File: config.mk
export PLATFORM = sky130hd
export DESIGN_NAME = timestamp_capture
export DESIGN_NICKNAME = d
export VERILOG_FILES = /design/src/rtl/timestamp_capture.sv
export SDC_FILE = /design/constraint.sdc
export NUM_CORES = 1
export LEC_CHECK = 0
export ABC_AREA = 1
export CORE_MARGIN = 2
export CORE_UTILIZATION = 40
export DETAILED_ROUTE_END_ITERATION = 10
export GPL_TIMING_DRIVEN = 0
export PLACE_DENSITY = 0.68
export SETUP_SLACK_MARGIN = 0.3
export SYNTH_ARGS = -nofsm -noshare
export SYNTH_HDL_FRONTEND = slang
export SYNTH_SLANG_ARGS = --single-unit
File: constraint.sdc
create_clock -name clk -period 2.94 [get_ports clk]
set_input_delay 0.735 -clock clk [delete_from_list [all_inputs] [get_ports clk]]
set_output_delay 0.735 -clock clk [all_outputs]
set_load 0.03 [all_outputs]
File: src/rtl/timestamp_capture.sv
// timestamp_capture: free-running cycle counter whose value is snapshotted
// into a small first-word-fall-through FIFO on every rising edge of trig.
//
// Output handshake: out_valid is high whenever the FIFO holds at least one
// entry and out_data then shows the oldest entry; an entry is consumed at a
// clock edge where out_valid and out_ready are both high. out_valid never
// depends combinationally on out_ready.
module timestamp_capture #(
   parameter int WIDTH = 32,
   parameter int DEPTH = 4   // power of 2, >= 2
) (
   input  logic                     clk,
   input  logic                     rst_n,
   input  logic                     en,
   input  logic                     trig,
   input  logic                     clr_ovf,
   input  logic                     out_ready,
   output logic                     out_valid,
   output logic [WIDTH-1:0]         out_data,
   output logic [WIDTH-1:0]         cnt,
   output logic [$clog2(DEPTH):0]   level,
   output logic                     ovf
);

   localparam int AW = $clog2(DEPTH);
   localparam logic [AW:0] FULL_LEVEL = (AW+1)'(DEPTH);

   logic             trig_d;
   logic [AW-1:0]    wr_ptr;
   logic [AW-1:0]    rd_ptr;
   logic [WIDTH-1:0] mem [DEPTH];

   logic push;
   logic pop;
   logic full;
   logic push_ok;
   logic drop;

   // Edge detect, handshake and acceptance decisions. When full, a
   // same-cycle pop frees the slot the push needs, so the push is accepted.
   always_comb begin
      push    = trig & ~trig_d;
      full    = (level == FULL_LEVEL);
      pop     = out_valid & out_ready;
      push_ok = push & (~full | pop);
      drop    = push & full & ~pop;
   end

   assign out_valid = (level != '0);
   // Head is always a real register value (zeroed at reset), never X.
   assign out_data  = mem[rd_ptr];

   // Free-running counter; wraps silently modulo 2^WIDTH.
   always_ff @(posedge clk or negedge rst_n) begin
      if (!rst_n) begin
         cnt <= '0;
      end else if (en) begin
         cnt <= cnt + 1'b1;
      end
   end

   // Previous trig level, so a held-high trig produces a single push.
   always_ff @(posedge clk or negedge rst_n) begin
      if (!rst_n) begin
         trig_d <= 1'b0;
      end else begin
         trig_d <= trig;
      end
   end

   // Storage: the pre-increment count of the push cycle goes to the tail.
   always_ff @(posedge clk or negedge rst_n) begin
      if (!rst_n) begin
         for (int i = 0; i < DEPTH; i++) begin
            mem[i] <= '0;
         end
      end else if (push_ok) begin
         mem[wr_ptr] <= cnt;
      end
   end

   // Pointers advance modulo DEPTH (natural wrap of the AW-bit registers).
   always_ff @(posedge clk or negedge rst_n) begin
      if (!rst_n) begin
         wr_ptr <= '0;
         rd_ptr <= '0;
      end else begin
         if (push_ok) begin
            wr_ptr <= wr_ptr + 1'b1;
         end
         if (pop) begin
            rd_ptr <= rd_ptr + 1'b1;
         end
      end
   end

   // Occupancy: accepted pushes minus pops.
   always_ff @(posedge clk or negedge rst_n) begin
      if (!rst_n) begin
         level <= '0;
      end else begin
         case ({push_ok, pop})
            2'b10:   level <= level + 1'b1;
            2'b01:   level <= level - 1'b1;
            default: level <= level;
         endcase
      end
   end

   // Sticky overflow; a drop in the same cycle as a clear keeps it set.
   always_ff @(posedge clk or negedge rst_n) begin
      if (!rst_n) begin
         ovf <= 1'b0;
      end else if (drop) begin
         ovf <= 1'b1;
      end else if (clr_ovf) begin
         ovf <= 1'b0;
      end
   end

endmodule

After elaboration in Yosys (flattened, before gate mapping)

Cells that the tools add are included.

Register bits after elaboration: 169
Word-level logic and storage cells: 45

Bitwise gates (word level): 11
Reduce and logical (&&, ||, !) cells: 4
Equality and inequality tests: 3
Multiplexer cells: 9
Add/subtract/negate cells: 5
Magnitude comparators: 3

Operators by type and width:

| operator                                                              | number |
|---|---|
| 128-bit bitwise mux                                                   | 1 |
| 32-bit 2-to-1 mux                                                     | 3 |
| 32-bit binary-select mux with 2-bit select                            | 1 |
| 32-bit demux with 2-bit select                                        | 1 |
| 32-bit by 1-bit adder with 32-bit output (second input constant)      | 1 |
| 3-bit >= comparator (second input constant)                           | 2 |
| 2-bit NOT with 3-bit output                                           | 2 |
| 3-bit case mux with 2 select lines                                    | 1 |
| 1-bit AND                                                             | 5 |
| 2-bit by 1-bit adder with 2-bit output (second input constant)        | 2 |
| 2-bit nonzero test                                                    | 2 |
| 3-bit by 1-bit adder with 3-bit output (second input constant)        | 1 |
| 3-bit == test (second input constant)                                 | 1 |
| 3-bit by 1-bit < comparator with 1-bit output (second input constant) | 1 |
| 1-bit NOT                                                             | 3 |
| 3-bit nonzero test                                                    | 1 |
| 3-bit by 1-bit subtractor with 3-bit output (second input constant)   | 1 |
| 2-bit by 1-bit == test with 1-bit output (second input constant)      | 1 |
| 2-bit == test (second input constant)                                 | 1 |
| 1-bit 2-to-1 mux                                                      | 2 |
| 1-bit logical AND                                                     | 1 |
| 1-bit bitwise OR                                                      | 1 |

Depth between registers and ports, before layout

Depth in word-level cells: 6
Gate-level depth with buffers: 10
Mapped depth without buffers: 9

Least setup slack after synthesis

OpenSTA, ideal clock, no wires.

Path kind: input to register
From: in out_ready
To: reg level[2]
Arrival: 2.150 ns
Path slack: 0.659 ns
Path buffers: 1
Cell stages on the path: 10
Library setup time: 0.131 ns
Cell sequence: inv_1 > nand3_2 > nand2_4 > buf_2 > ha_1 > inv_1 > fa_1 > a21oi_1 > o21ai_0 > xor2_1

Longest elaborated chain between the ends: 5
Elaborated cells between the ends (all ways): 7

Ends and longest elaborated chain:

| item                                                                             | RTL line | source |
|---|---|---|
| start, declared                                                                  | 17       | `input logic out_ready,` |
| 1-bit AND (*)                                                                    | 44       | `pop = out_valid & out_ready;` |
| 1-bit bitwise OR                                                                 | 45       | `push_ok = push & (~full \| pop);` |
| 1-bit AND                                                                        | 45       |  |
| 2-bit by 1-bit == test with 1-bit output / 2-bit == test (equally long branches) | 102      | `case ({push_ok, pop})` |
| 3-bit case mux with 2 select lines / 2-bit nonzero test (equally long branches)  | -        |  |
| end signal, assigned                                                             | 103      | `2'b10: level <= level + 1'b1;` |
| end signal, assigned                                                             | 104      | `2'b01: level <= level - 1'b1;` |
| end signal, assigned                                                             | 105      | `default: level <= level;` |
| end, declared                                                                    | 21       | `output logic [$clog2(DEPTH):0] level,` |

Every way passes the cells marked *; elsewhere a longest branch is shown, timed or not.
A chain may end at the register's enable or synchronous reset.

Worst setup path after layout

From: reg rd_ptr[1]
To: out out_data[1]

Longest elaborated chain between the ends: 4

Ends and longest elaborated chain:

| item                                                 | RTL line | source |
|---|---|---|
| start, declared                                      | 30       | `logic [AW-1:0] rd_ptr;` |
| start signal, assigned                               | 92       | `rd_ptr <= rd_ptr + 1'b1;` |
| 2-bit NOT with 3-bit output (not written as such)    | 51       | `assign out_data = mem[rd_ptr];` |
| 32-bit binary-select mux with 2-bit select           | 51       |  |
| 32-bit 2-to-1 mux (not written as such) (2 in a row) | 51       |  |
| end, declared                                        | 19       | `output logic [WIDTH-1:0] out_data,` |

Every way passes these cells. The select of a mux whose other input is x is not followed.

==> flow_summary.json <==
{
  "gp_congestion": 0.8491,
  "startpoint_type": "flop",
  "synthArstFlopShare_pct": 100.0,
  "fmax_mhz": 388.0,
  "dp_cells": 1221,
  "yosysWarnings": 0,
  "peakVddDrop_mv": 0.8059,
  "remaining_drc_errors": 0,
  "drt-total-wl_mm": 21.99,
  "worstHoldPathType": "input pin to asynchronous set/reset pin",
  "antennaDiodeCount": 0,
  "place_area_um2": 9039,
  "synth.top_cell.area_share_pct": 53.24,
  "fin_nets": 988,
  "clk_path_buf_depth": 2,
  "clk_latency_ps": 440,
  "status": "finished clean",
  "worst_ep_arrival_time_ps": 1840,
  "r2r_slack_ps": 680,
  "routed_via_density": 5.211,
  "period_share_pct": 87.67,
  "fillers": 1858,
  "synth_top_area_cell": "dfrtp_1",
  "synth_nets": 895,
  "drive_above_1_share_pct": 13.56,
  "clock_sinks": 169,
  "netlist_instances": 882,
  "finalSetupViolCount": 0,
  "crit_fanout": 10,
  "avgSynthCellArea_um2": 9.007,
  "dr.first_iter.drc_count": 592,
  "grt_pass1_vias": 6441,
  "power.density_nw_per_um2": 1082,
  "regArea_um2": 4230,
  "cts_tree": "done",
  "drtPass1Iterations": 7,
  "htree_levels": 4,
  "vias": 6530,
  "relSlewSlack_pct": 59.56,
  "die_h_um": 144.9,
  "io_buffer_count": 73,
  "synth_area_leaders": "dfrtp_1, o21a_1, nand2_1",
  "skew_ps": 11.99,
  "critPathRequiredTime_ps": 2200,
  "path_class": "flop to output pin",
  "fin_crit_ps": 2578,
  "clk_pin_slew_ps": 60,
  "grt_start_max_net_pins": 114,
  "num_rows": 51,
  "final_cells": 1253,
  "synth_flop_cell": "dfrtp_1",
  "endpoint_kind": "output pin",
  "max_cap_violations": 0,
  "die_w_um": 144.9,
  "cts_made_buffers": 17,
  "rsz0062_at_grt": "true",
  "timing_worst_slew_pin_value_ps": 606.5,
  "synth_edf_count": 0,
  "leakage_nw": 4.137,
  "post-dp-hpwl_mm": 15.07,
  "antenna_found_initial": 0,
  "grt_pass1_wl_mm": 35.21,
  "pin_count": 75,
  "root_buffer": "clkbuf_16",
  "wl_per_cell_um": 17.55,
  "ys_seq_elements": 169,
  "synth_area_um2": 7944,
  "postLayoutCellArea_um2": 9584,
  "multiInputGateArea_um2": 3217,
  "antenna_left": 0,
  "fp.dieArea_um2": 21000,
  "grt_usage_pct": 21.44,
  "hold_viol_final": 0,
  "syn_to_final_growth_pct": 20.65,
  "drv_slew": 0,
  "yosys.cell_count.top_type": "nand2_1",
  "core-area_um2": 19460,
  "synth.distinct_cells": 30,
  "yosys-top-cells-count": "nand2_1, dfrtp_1, o21a_1",
  "cts_setup_buffers": 0,
  "ys_seq_area_share_pct": 53.24,
  "grt_overflow": 0,
  "initial_core_util_pct": 40.82
}
==> critical path, cell delays in order, from the launching register on <==
cell and delay [ps]:
dfrtp_1 460, clkbuf_2 300, o21ai_0 120, o22ai_1 260
buf_2 250
==> metal layers <==
metal,wire (um),track usage (%)
met1,10620,30.21
met2,9874,33.29
met3,1040,4.214
met4,449,7.228
met5,0,0
==> stage by stage <==
stage	hold WS [ps]	setup TNS [ps]	utilization [%]	setup WS [ps]	total power, mW
after CTS	232.5	0	49.48	284.4	10.43
after floorplan	439.4	0	-	659.5	6.541
after global routing	244.6	0	49.24	296.1	10.96
final	212.8	0	49.24	362.4	10.37
after detailed placement	460.6	-186.6	46.44	-72.22	8.393
after global placement	451.8	-1027030	46.27	-6086	8.307
==> layout make-up <==
class	instances	area share, %
flip-flops and latches	169	44.14
repair buffers	74	6.984
plain buffers	50	3.642
well taps	265	3.460
multi-input cells	601	33.56
inverters	62	2.454
clock buffers	24	5.026
clock inverters	8	0.7311
==> what timing repair did <==
action | 4_1_cts | 5_1_grt
endpoints found under the setup margin | 32 | 27
hold buffers | 0 | 0
resized for setup | 155 | 38
pin swaps | 1 | 1
==> state kept, by name, summed over array words and instances (netlist names) <==
register  flops
rd_ptr        2
ovf           1
wr_ptr        2
trig_d        1
mem         128
level         3
cnt          32
==> logic make-up (layout without fill, tap and decap cells) <==
family	count (synthesis)	count (layout)	share of synthesized area, %
AO/OA/AOI/OAI	231	231	18.51
flip-flops	169	169	53.24
XOR/XNOR	31	31	3.418
adder cells (fa/ha/maj)	7	7	1.197
buffers and inverters	112	218	6.426
AND/OR/NAND/NOR	332	332	17.22
==> cells in the final DEF, fill, tap and decap left out, drive strengths merged <==
| cell type | synthesis | layout |
|---|---|---|
| a21oi | 3 | 3 |
| buf | 30 | 54 |
| bufinv | 0 | 1 |
| clkbuf | 20 | 46 |
| clkdlybuf4s15 | 0 | 7 |
| clkdlybuf4s18 | 0 | 1 |
| clkdlybuf4s50 | 0 | 40 |
| clkinv | 1 | 5 |
| clkinvlp | 0 | 2 |
| dfrtp | 169 | 169 |
| fa | 1 | 1 |
| ha | 6 | 6 |
| inv | 61 | 62 |
| nand2 | 208 | 208 |
| nand3 | 12 | 12 |
| nand3b | 1 | 1 |
| nand4 | 9 | 9 |
| nor2 | 95 | 95 |
| nor3 | 7 | 7 |
| o21a | 108 | 108 |
| o21ai | 87 | 87 |
| o22ai | 32 | 32 |
| o32ai | 1 | 1 |
| xnor2 | 1 | 1 |
| xor2 | 30 | 30 |
==> path summary, 6_finish.rpt <==
check,start,endpoint,cells after the start
min in group clk,trig_d,ovf,1
min reg2reg,trig_d,ovf,1
min,rst_n,ovf,1
max reg2reg,level[0],level[2],10
max in group asynchronous,rst_n,mem[81],2
max,rd_ptr[1],out_data[1],4
==> where the power goes <==
| part | switching (mW) | total [mW] | internal, mW |
|---|---|---|---|
| combinational | 2.87 | 4.58 | 1.71 |
| sequential | 0.491 | 3.64 | 3.15 |
| clock | 0.921 | 2.15 | 1.22 |
| total | 4.28 | 10.4 | 6.09 |
No activity file was read; power rests on OpenSTA's default activity.
